`src/rtl/bk_pkg.sv`:
```
// Shared types for the save/load sector controller.
// Latency: n/a (types and constants only).
// Backpressure: n/a.
package bk_pkg;

  localparam int BK_LBA_W = 32;

  typedef enum logic [2:0] {
    BK_IDLE,
    BK_ISSUE,
    BK_XFER,
    BK_DONE,
    BK_ERR
  } bk_state_t;

endpackage

```
`src/rtl/bk_timeout.sv`:
```
// Free-running ack-wait counter with clear/enable; flags when it reaches all-ones.
// Latency: expired_o is a direct decode of the registered count.
// Backpressure: none; the owner clears it whenever the wait is over.
module bk_timeout #(
  parameter int TMO_W = 24
) (
  input  logic clk_sys,
  input  logic reset,
  input  logic clr_i,
  input  logic en_i,
  output logic expired_o
);

  logic [TMO_W-1:0] cnt_q;

  // Count while enabled; a clear always wins so each wait starts from zero.
  always_ff @(posedge clk_sys) begin
    if (reset || clr_i) begin
      cnt_q <= '0;
    end else if (en_i) begin
      cnt_q <= cnt_q + 1'b1;
    end
  end

  assign expired_o = &cnt_q;

endmodule

```
`src/rtl/bk_sector_ctrl.sv`:
```
// Moves one slot of nvram sectors to/from the HPS virtual SD interface per save/load request.
// Latency: first sd_rd/sd_wr two cycles after the request edge is registered; one sector per ack pulse.
// Backpressure: waits on sd_ack rise/fall per sector; aborts on ack timeout or a new ROM download.
module bk_sector_ctrl
  import bk_pkg::*;
#(
  parameter int SECT_BITS = 6,
  parameter int SLOT_BITS = 2,
  parameter int TMO_W     = 24
) (
  input  logic                 clk_sys,
  input  logic                 reset,
  input  logic                 downloading,
  input  logic                 img_mounted,
  input  logic                 img_size_nz,
  input  logic                 img_readonly,
  input  logic                 load_req,
  input  logic                 save_req,
  input  logic [SLOT_BITS-1:0] slot,
  input  logic                 sd_ack,
  output logic [BK_LBA_W-1:0]  sd_lba,
  output logic                 sd_rd,
  output logic                 sd_wr,
  output logic                 bk_ena,
  output logic                 bk_loading,
  output logic                 bk_busy,
  output logic                 bk_error
);

  bk_state_t state_q, state_d;

  logic                 dl_q, ack_q;
  logic                 ldg_q, svg_q, ld_edge_q, sv_edge_q;
  logic                 bk_ena_q;
  logic                 sd_rd_q, sd_rd_d, sd_wr_q, sd_wr_d;
  logic                 busy_q, busy_d, loading_q, loading_d, error_q, error_d;
  logic                 ld_q, ld_d;
  logic [SLOT_BITS-1:0] slot_q, slot_d;
  logic [SECT_BITS-1:0] sector_q, sector_d;
  logic                 tmo_exp;

  // Requests only count while a writable image is mounted.
  wire ld_g      = load_req & bk_ena_q;
  wire sv_g      = save_req & bk_ena_q;
  wire dl_rise   = downloading & ~dl_q;
  wire ack_rise  = sd_ack & ~ack_q;
  wire ack_fall  = ~sd_ack & ack_q;
  wire accept    = ld_edge_q | sv_edge_q;
  wire sect_last = &sector_q;

  bk_timeout #(.TMO_W(TMO_W)) u_tmo (
    .clk_sys   (clk_sys),
    .reset     (reset),
    .clr_i     ((state_q != BK_ISSUE) | ack_rise),
    .en_i      (state_q == BK_ISSUE),
    .expired_o (tmo_exp)
  );

  // Edge detectors: previous-value registers plus one-cycle registered request pulses.
  always_ff @(posedge clk_sys) begin
    if (reset) begin
      dl_q      <= 1'b0;
      ack_q     <= 1'b0;
      ldg_q     <= 1'b0;
      svg_q     <= 1'b0;
      ld_edge_q <= 1'b0;
      sv_edge_q <= 1'b0;
    end else begin
      dl_q      <= downloading;
      ack_q     <= sd_ack;
      ldg_q     <= ld_g;
      svg_q     <= sv_g;
      ld_edge_q <= ld_g & ~ldg_q;
      sv_edge_q <= sv_g & ~svg_q;
    end
  end

  // Image availability: a fresh download invalidates it, a writable mount restores it (mount wins).
  always_ff @(posedge clk_sys) begin
    if (reset) begin
      bk_ena_q <= 1'b0;
    end else if (downloading && img_mounted && img_size_nz && !img_readonly) begin
      bk_ena_q <= 1'b1;
    end else if (dl_rise) begin
      bk_ena_q <= 1'b0;
    end
  end

  // FSM state register.
  always_ff @(posedge clk_sys) begin
    if (reset) state_q <= BK_IDLE;
    else       state_q <= state_d;
  end

  // FSM next state; a download start abandons whatever is in flight.
  always_comb begin
    state_d = state_q;
    if (dl_rise) begin
      state_d = BK_IDLE;
    end else begin
      case (state_q)
        BK_IDLE:  if (accept) state_d = BK_ISSUE;
        BK_ISSUE: begin
          if (ack_rise)     state_d = BK_XFER;
          else if (tmo_exp) state_d = BK_ERR;
        end
        BK_XFER:  if (ack_fall) state_d = sect_last ? BK_DONE : BK_ISSUE;
        BK_DONE:  state_d = BK_IDLE;
        BK_ERR:   state_d = BK_IDLE;
        default:  state_d = BK_IDLE;
      endcase
    end
  end

  // FSM outputs and datapath next values; load wins over a same-cycle save.
  always_comb begin
    sd_rd_d   = sd_rd_q;
    sd_wr_d   = sd_wr_q;
    busy_d    = busy_q;
    loading_d = loading_q;
    error_d   = error_q;
    ld_d      = ld_q;
    slot_d    = slot_q;
    sector_d  = sector_q;
    if (dl_rise) begin
      sd_rd_d   = 1'b0;
      sd_wr_d   = 1'b0;
      busy_d    = 1'b0;
      loading_d = 1'b0;
    end else begin
      case (state_q)
        BK_IDLE: begin
          if (accept) begin
            ld_d      = ld_edge_q;
            slot_d    = slot;
            sector_d  = '0;
            error_d   = 1'b0;
            busy_d    = 1'b1;
            loading_d = ld_edge_q;
          end
        end
        BK_ISSUE: begin
          if (ack_rise || tmo_exp) begin
            sd_rd_d = 1'b0;
            sd_wr_d = 1'b0;
          end else begin
            sd_rd_d = ld_q;
            sd_wr_d = ~ld_q;
          end
        end
        BK_XFER: begin
          if (ack_fall && !sect_last) sector_d = sector_q + 1'b1;
        end
        BK_DONE: begin
          busy_d    = 1'b0;
          loading_d = 1'b0;
        end
        BK_ERR: begin
          sd_rd_d   = 1'b0;
          sd_wr_d   = 1'b0;
          error_d   = 1'b1;
          busy_d    = 1'b0;
          loading_d = 1'b0;
        end
        default: begin
          sd_rd_d = 1'b0;
          sd_wr_d = 1'b0;
        end
      endcase
    end
  end

  // Registered outputs and latched operation context.
  always_ff @(posedge clk_sys) begin
    if (reset) begin
      sd_rd_q   <= 1'b0;
      sd_wr_q   <= 1'b0;
      busy_q    <= 1'b0;
      loading_q <= 1'b0;
      error_q   <= 1'b0;
      ld_q      <= 1'b0;
      slot_q    <= '0;
      sector_q  <= '0;
    end else begin
      sd_rd_q   <= sd_rd_d;
      sd_wr_q   <= sd_wr_d;
      busy_q    <= busy_d;
      loading_q <= loading_d;
      error_q   <= error_d;
      ld_q      <= ld_d;
      slot_q    <= slot_d;
      sector_q  <= sector_d;
    end
  end

  assign sd_lba     = {{(BK_LBA_W-SLOT_BITS-SECT_BITS){1'b0}}, slot_q, sector_q};
  assign sd_rd      = sd_rd_q;
  assign sd_wr      = sd_wr_q;
  assign bk_ena     = bk_ena_q;
  assign bk_busy    = busy_q;
  assign bk_loading = loading_q;
  assign bk_error   = error_q;

endmodule

```
`config.mk`:
```
export PLATFORM = sky130hd
export DESIGN_NAME = bk_sector_ctrl
export DESIGN_NICKNAME = d
export VERILOG_FILES = /design/src/rtl/bk_pkg.sv /design/src/rtl/bk_timeout.sv /design/src/rtl/bk_sector_ctrl.sv
export SDC_FILE = /design/constraint.sdc
export NUM_CORES = 1
export LEC_CHECK = 0
export BUFFER_PORTS_ARGS = -buffer_cell sky130_fd_sc_hd__buf_2
export CAP_MARGIN = 20
export CORE_UTILIZATION = 50
export CTS_CLUSTER_SIZE = 12
export DETAILED_ROUTE_END_ITERATION = 8
export PLACE_DENSITY = 0.73
export SKIP_CTS_REPAIR_TIMING = 1
export SKIP_LAST_GASP = 1
export SLEW_MARGIN = 30
export SYNTH_ARGS = -nofsm -noshare
export SYNTH_HDL_FRONTEND = slang
export SYNTH_SLANG_ARGS = --single-unit
```
`constraint.sdc`:
```
create_clock -name clk_sys -period 2 [get_ports clk_sys]
set_input_delay 0.5 -clock clk_sys [delete_from_list [all_inputs] [get_ports clk_sys]]
set_output_delay 0.5 -clock clk_sys [all_outputs]
set_load 0.1 [all_outputs]
```
==> metrics.md, run 1 <==
| Metric | Value |
|---|---|
| Switch share | `0.299` |
| Post-synthesis async set-or-reset flop share | `0` |
| Maximum capacitance violations | `0` |
| Chip height | `71.1 microns` |
| Post-Syn Instances | `277` |
| FP Rows | `24` |
| Post-synth EDFFs | `0` |
| HP Class | `in2reg` |
| Top cell type by total area after synthesis | `dfxtp_1` |
| Logic pwr share | `0.131` |
| Synth Flop Type | `dfxtp_1` |
| Cell Count, Final, Fillers Out | `365` |
| 1st-iter DRT viols | `75` |
| Routed length per instance | `12.7 microns` |
| Placed Instances | `356` |
| Die Wd | `71.1 microns` |
| Status | `complete, but fails checks` |
| GRT Residual Overflow | `0` |
| Yosys top cell area share | `0.402` |
| Slew headroom | `0.558` |
| Worst VDD drop | `approximately 660 uV` |
| Detailed-route via count | `2024` |
| Seq/Total Area, Yosys | `0.402` |
| CTS tree | `yes` |
| Routed Antenna Nets | `0` |
| Synth top area cells | `dfxtp_1 (40%), buf_4 (7.5%), a21oi_1 (4.0%)` |
| Startpoint types | `flop` |
| Switching power | `~0.58 mW` |
| Crit path buf inv count | `0` |
| Final WL | `4650 microns` |
| Fin worst setup slack | `roughly 0.092 ns` |
| Min Tclk post-route | `1.91 ns` |
| P_leak | `0.996 nW` |
| Post-route DRC | `4` |
| CP top delay family | `simple AND/OR/NAND/NOR gates` |
| Final setup violation count | `0` |
| PwrDens | `approximately 720 nW/um^2` |
| Clock buffer depth | `2` |
| Violated checks | `DRC` |
| Core region area | `4470 sq um` |
| Critical Path, Cell by Cell | `ha_4 -> nand4bb_4 -> or4_4 -> or4_1 -> a21oi_1` |
| Setup_tns | `0 ns` |
| Slowest cell on crit path | `or4_4` |
| Vias in the first global route | `1736` |
| IO Pins | `49` |
| Flops & latches, synth | `48` |
| Die area | `between 5000 and 6000 sq um` |
| Ant diodes | `0` |
| Highest clock rate | `524 MHz` |
| NumNets Final | `325` |
| Crit-path max cell delay | `0.60 ns` |
| Ratio of cells with drive above 1 in the final layout | `0.201` |
| Cell area after synthesis | `2390 sq um` |
| CP endpoint kind | `flop` |
| Worst EP required | `2.24 ns` |
| Clk_skew | `0.00709 ns` |
| CTS HTree Levels | `2` |
| RSZ-0062 raised after global routing | `false` |
| I/O Buffers | `24` |
| Actual slew at the worst max-slew pin | `approximately 0.65 ns` |
| Clock network power share | `0.371` |
| Clock buffer count from CTS | `5` |
| Clk sink count | `48` |
| Pre-Repair DR Iteration Count | `6` |
| Final Cycle Share | `0.954` |
| Total Routing Usage GR | `0.187` |
| Vias/cell | `5.55` |
| Fin. Hold Viols | `0` |
| CTS root buf | `clkbuf_8` |
| Crit Path Max Fanout | `7` |
| Worst slack, placed | `0.0936 ns` |
| Area Overhead vs Synth | `11.9%` |
| Clock transition at path regs | `0.09 ns` |
| Critical path class | `reg2reg` |
| First-pass GRT wire length | `7530 microns` |
| Int Pwr | `~1.4 mW` |
| Average cell area after synthesis | `8.63 sq um` |
| Placer Congestion | `roughly 0.82` |
| Yosys warning count | `0` |
| Hpwl dp | `3220 microns` |
| Final slew viol count | `0` |
| Sequential power share | `0.497` |
| Initial antenna violation count | `0` |
| Starting Density | `0.534` |
| Worst-skew pair later-pin latency | `0.30 ns` |
| Synth cell types | `51` |
| WP data arrival | `around 2.1 ns` |
| Pin count of the biggest net entering global routing | `24` |
| Core Util, Final | `0.598` |
## cells by family after synthesis
kind of cell	Yosys count	share of synthesized area
flip-flops	48	0.402
multiplexers	3	0.0131
other	1	0.00157
XOR/XNOR	6	0.0220
buffers and inverters	40	0.109
adder cells (fa/ha/maj)	2	0.0105
AND/OR/NAND/NOR	114	0.278
AO/OA/AOI/OAI	63	0.164
## layout by cell type (no fill, tap or decap), drive strengths merged, types with 3 or more instances in the layout
| master | n |
|---|---|
| a21oi | 19 |
| a31oi | 8 |
| and3 | 10 |
| and4 | 4 |
| buf | 37 |
| clkbuf | 5 |
| conb | 24 |
| dfxtp | 48 |
| inv | 8 |
| nand2 | 18 |
| nand2b | 5 |
| nand3 | 12 |
| nand4 | 8 |
| nor2 | 19 |
| nor2b | 5 |
| nor3 | 7 |
| o21ai | 13 |
| o31ai | 8 |
| or3 | 10 |
| or4 | 9 |
| xnor2 | 3 |
| xor2 | 3 |
## stage by stage
| step | hold slack [ns] | total power, mW | instance area (sq um) |
|---|---|---|---|
| floorplan | 0.367 | 1.25 | 2480 |
| CTS | 0.367 | 1.95 | 2650 |
| detailed placement | 0.373 | 1.24 | 2530 |
| global placement | 0.370 | 1.24 | 2530 |
| finish | 0.374 | 1.93 | 2670 |
| global route | 0.385 | 2.00 | 2670 |
## power groups by stage
stage               Clock, mW  Sequential (mW)  Combinational, mW
floorplan                   0            0.994              0.256
global placement            0            0.985              0.252
detailed placement          0            0.985              0.253
CTS                     0.738            0.963              0.253
global route            0.776            0.962              0.262
finish                  0.718            0.961              0.254
## metal layers
| layer | GRT usage | part of all wire |
|---|---|---|
| met5 | 0 | 0 |
| met1 | 0.239 | 0.47 |
| met2 | 0.303 | 0.48 |
| met3 | 0.0385 | 0.033 |
| met4 | 0.0844 | 0.014 |
## final timing paths
check | from | endpoint | slack, ns | cells past startpoint
max | u_tmo.cnt_q[0] | u_tmo.cnt_q[22] | 0.09 | 5
min | img_readonly | bk_ena | 0.37 | 2
max reg2reg | u_tmo.cnt_q[0] | u_tmo.cnt_q[22] | 0.09 | 5
min reg2reg | ldg_q | ld_edge_q | 0.39 | 1
## Yosys cell counts, drive strengths merged (3+ instances only)
cell	count
nand4	8
or3	10
buf	27
nand2	18
nand2b	5
and3	10
and4	4
dfxtp	48
a21oi	19
clkbuf	6
nor2b	5
o21ai	13
or4	8
nor3	7
nand3	12
xnor2	3
o31ai	8
a31oi	8
xor2	3
nor2	19
inv	7
## flip-flops by register name, summed over array words and instances (netlist names), 2 cells and up
register / cells
u_tmo.cnt_q: 24
sector_q: 6
state_q: 3
slot_q: 2
## area by class of cell
| type | instances | area [sq um] |
|---|---|---|
| tap | 52 | 65.1 |
| clock inverter | 3 | 46.3 |
| timing repair buffer | 37 | 218 |
| sequential | 48 | 971 |
| inverter | 7 | 26.3 |
| clock buffer | 5 | 68.8 |
| multi-input combinational | 213 | 1280 |
| fill | 381 | 1800 |
(Power assumes the default switching activity.)
==> run 2: changes to the inputs <==
--- a/config.mk
+++ b/config.mk
@@ -7,10 +7,13 @@
 export LEC_CHECK = 0
 export BUFFER_PORTS_ARGS = -buffer_cell sky130_fd_sc_hd__buf_2
 export CAP_MARGIN = 20
-export CORE_UTILIZATION = 50
+export CELL_PAD_IN_SITES_DETAIL_PLACEMENT = 1
+export CELL_PAD_IN_SITES_GLOBAL_PLACEMENT = 1
+export CORE_ASPECT_RATIO = 0.75
+export CORE_UTILIZATION = 40
 export CTS_CLUSTER_SIZE = 12
 export DETAILED_ROUTE_END_ITERATION = 8
-export PLACE_DENSITY = 0.73
+export PLACE_DENSITY = 0.77
 export SKIP_CTS_REPAIR_TIMING = 1
 export SKIP_LAST_GASP = 1
 export SLEW_MARGIN = 30
==> run 2 against run 1 <==
Net effect: the run now ends clean; clock skew decreased by 0.0019 ns; die area grew 24%; combinational power is essentially flat; highest routed layer unchanged.
==> metrics.md, run 2 (same netlist as run 1, synthesis figures left out) <==
| Metric | Value |
|---|---|
| Status | `finished, final reports clean` |
| Slew headroom | `0.584` |
| Post-route DRC | `0` |
| Vias in the first global route | `between 1500 and 2000` |
| Min Tclk post-route | `1.92 ns` |
| Core region area | `5550 sq um` |
| Vias/cell | `roughly 5.5` |
| 1st-iter DRT viols | `99` |
| Startpoint types | `flop` |
| I/O Buffers | `24` |
| Largest Register | `u_tmo.cnt_q` |
| Placer Congestion | `0.833` |
| Hpwl dp | `about 4300 microns` |
| Chip height | `roughly 70 microns` |
| Pin count of the biggest net entering global routing | `24` |
| Final setup violation count | `0` |
| Highest routed metal layer | `met4` |
| Post-route cell area | `2660 sq um` |
| Routed Antenna Nets | `0` |
| Crit path buf inv count | `0` |
| Worst VDD drop | `approximately 350 uV` |
| Routed length per instance | `around 15 microns` |
| Commonest non-fill, non-tap cell in the layout | `dfxtp_1` |
| WP data arrival | `2.15 ns` |
| Fin. Hold Viols | `0` |
| Cell Count, Final, Fillers Out | `387` |
| Placed Instances | `379` |
| Crit Path Max Fanout | `14` |
| Final slew viol count | `0` |
| Clk sink count | `between 40 and 50` |
| Worst-skew pair later-pin latency | `about 0.30 ns` |
| Metal3 WL | `between 200 and 300 microns` |
| First-pass GRT wire length | `around 9500 microns` |
| Ratio of cells with drive above 1 in the final layout | `0.189` |
| Critical path class | `reg2reg` |
| Area Overhead vs Synth | `11.2%` |
| RSZ-0062 raised after global routing | `true` |
| Total Routing Usage GR | `0.199` |
| CTS tree | `yes` |
| NumNets Final | `324` |
| Slowest cell on crit path | `or4_4` |
| Highest clock rate | `520 MHz` |
| Final Cycle Share | `0.962` |
| FP Rows | `23` |
| Die Wd | `91.3 microns` |
| Largest registers | `u_tmo.cnt_q: 24 flops, sector_q: 6 flops, state_q: 3 flops` |
| Placement Cell Area | `2560 sq um` |
| P_leak | `0.979 nW` |
| PwrDens | `a little under 700 nW/um^2` |
| Clk_skew | `0.00517 ns` |
| CTS root buf | `clkbuf_8` |
| Clock transition at path regs | `0.08 ns` |
| Critical Path, Cell by Cell | `ha_2 -> nand4bb_4 -> or4_4 -> or4_1 -> a21oi_1` |
| CTS HTree Levels | `2` |
| Final WL | `approximately 5800 microns` |
| CP top delay family | `simple AND/OR/NAND/NOR gates` |
| Pre-Repair DR Iteration Count | `4` |
| Most frequent cells in the layout | `dfxtp_1 (44), conb_1 (24), buf_2 (24), nor2_1 (19), a21oi_1 (19)` |
| Actual slew at the worst max-slew pin | `between 0.6 and 0.7 ns` |
| Ant diodes | `0` |
| Starting Density | `0.430` |
| Detailed-route via count | `roughly 2100` |
| Crit-path max cell delay | `~0.51 ns` |
| Clock buffer depth | `2` |
| Clock buffer count from CTS | `5` |
| HP Class | `reg2reg` |
| Met1 Wirelength | `between 2000 and 3000 microns` |
| GRT Residual Overflow | `0` |
| CP endpoint kind | `flop` |
| Initial antenna violation count | `0` |
| Number of flip-flops in the largest register | `24` |
| Worst EP required | `between 2 and 2.5 ns` |
| Maximum capacitance violations | `0` |
| Met2 wire len | `2660 microns` |
| IO Pins | `just under 50` |
| Die area | `6290 sq um` |
==> run 2: cell types whose count changed in the layout (fill, tap and decap cells not counted), sizes merged <==
cell	change
clkbuf	+3
bufinv	-1
clkinvlp	-1
inv	-1
or4	-1
==> run 2: worst register-to-register path: stages (launching register included) <==
cell and delay (ns):
dfxtp_1 0.39, ha_2 0.25, nand4bb_4 0.12, or4_4 0.51, or4_1 0.42, a21oi_1 0.16
==> run 2: path summary, 6_finish.rpt <==
check                         end  slack (ns)  cells after the start      startpoint
setup / recovery  u_tmo.cnt_q[18]        0.08                      5  u_tmo.cnt_q[0]
hold / removal          sv_edge_q        0.39                      1           svg_q
hold reg to reg         sv_edge_q        0.39                      1           svg_q
setup reg to reg  u_tmo.cnt_q[18]        0.08                      5  u_tmo.cnt_q[0]
==> run 2: layout make-up <==
cell class / instances / area, sq um
tap: 75 / 93.8
timing repair buffer: 37 / 218
sequential: 48 / 966
multi-input combinational: 212 / 1260
inverter: 7 / 26.3
fill: 696 / 2900
clock buffer: 8 / 90.1
==> run 2: through the flow <==
step / setup WS (ns) / power (mW) / hold WS (ns) / util / TNS, ns
finish: 0.0764 / 1.81 / 0.386 / 0.478 / 0
global route: -0.0110 / 1.88 / 0.395 / 0.478 / -0.0110
CTS: 0.0525 / 1.84 / 0.390 / 0.477 / 0
detailed placement: 0.0986 / 1.24 / 0.377 / 0.461 / 0
global placement: 0.159 / 1.24 / 0.371 / 0.461 / 0
floorplan: 0.0316 / 1.25 / 0.367 / - / 0
==> run 2: metal layers <==
metal  global-route usage  up-vias
li1                     -     1037
met1                0.250     1019
met2                0.352       52
met3               0.0362        6
met4               0.0655        0
met5                    0        -
==> run 2: report_power, final <==
group          internal [mW]  switching (mW)  total, mW  leakage (nW)
Combinational         0.0201           0.237      0.257         0.545
Clock                  0.282           0.311      0.594        0.0455
Sequential             0.959         0.00383      0.963         0.389
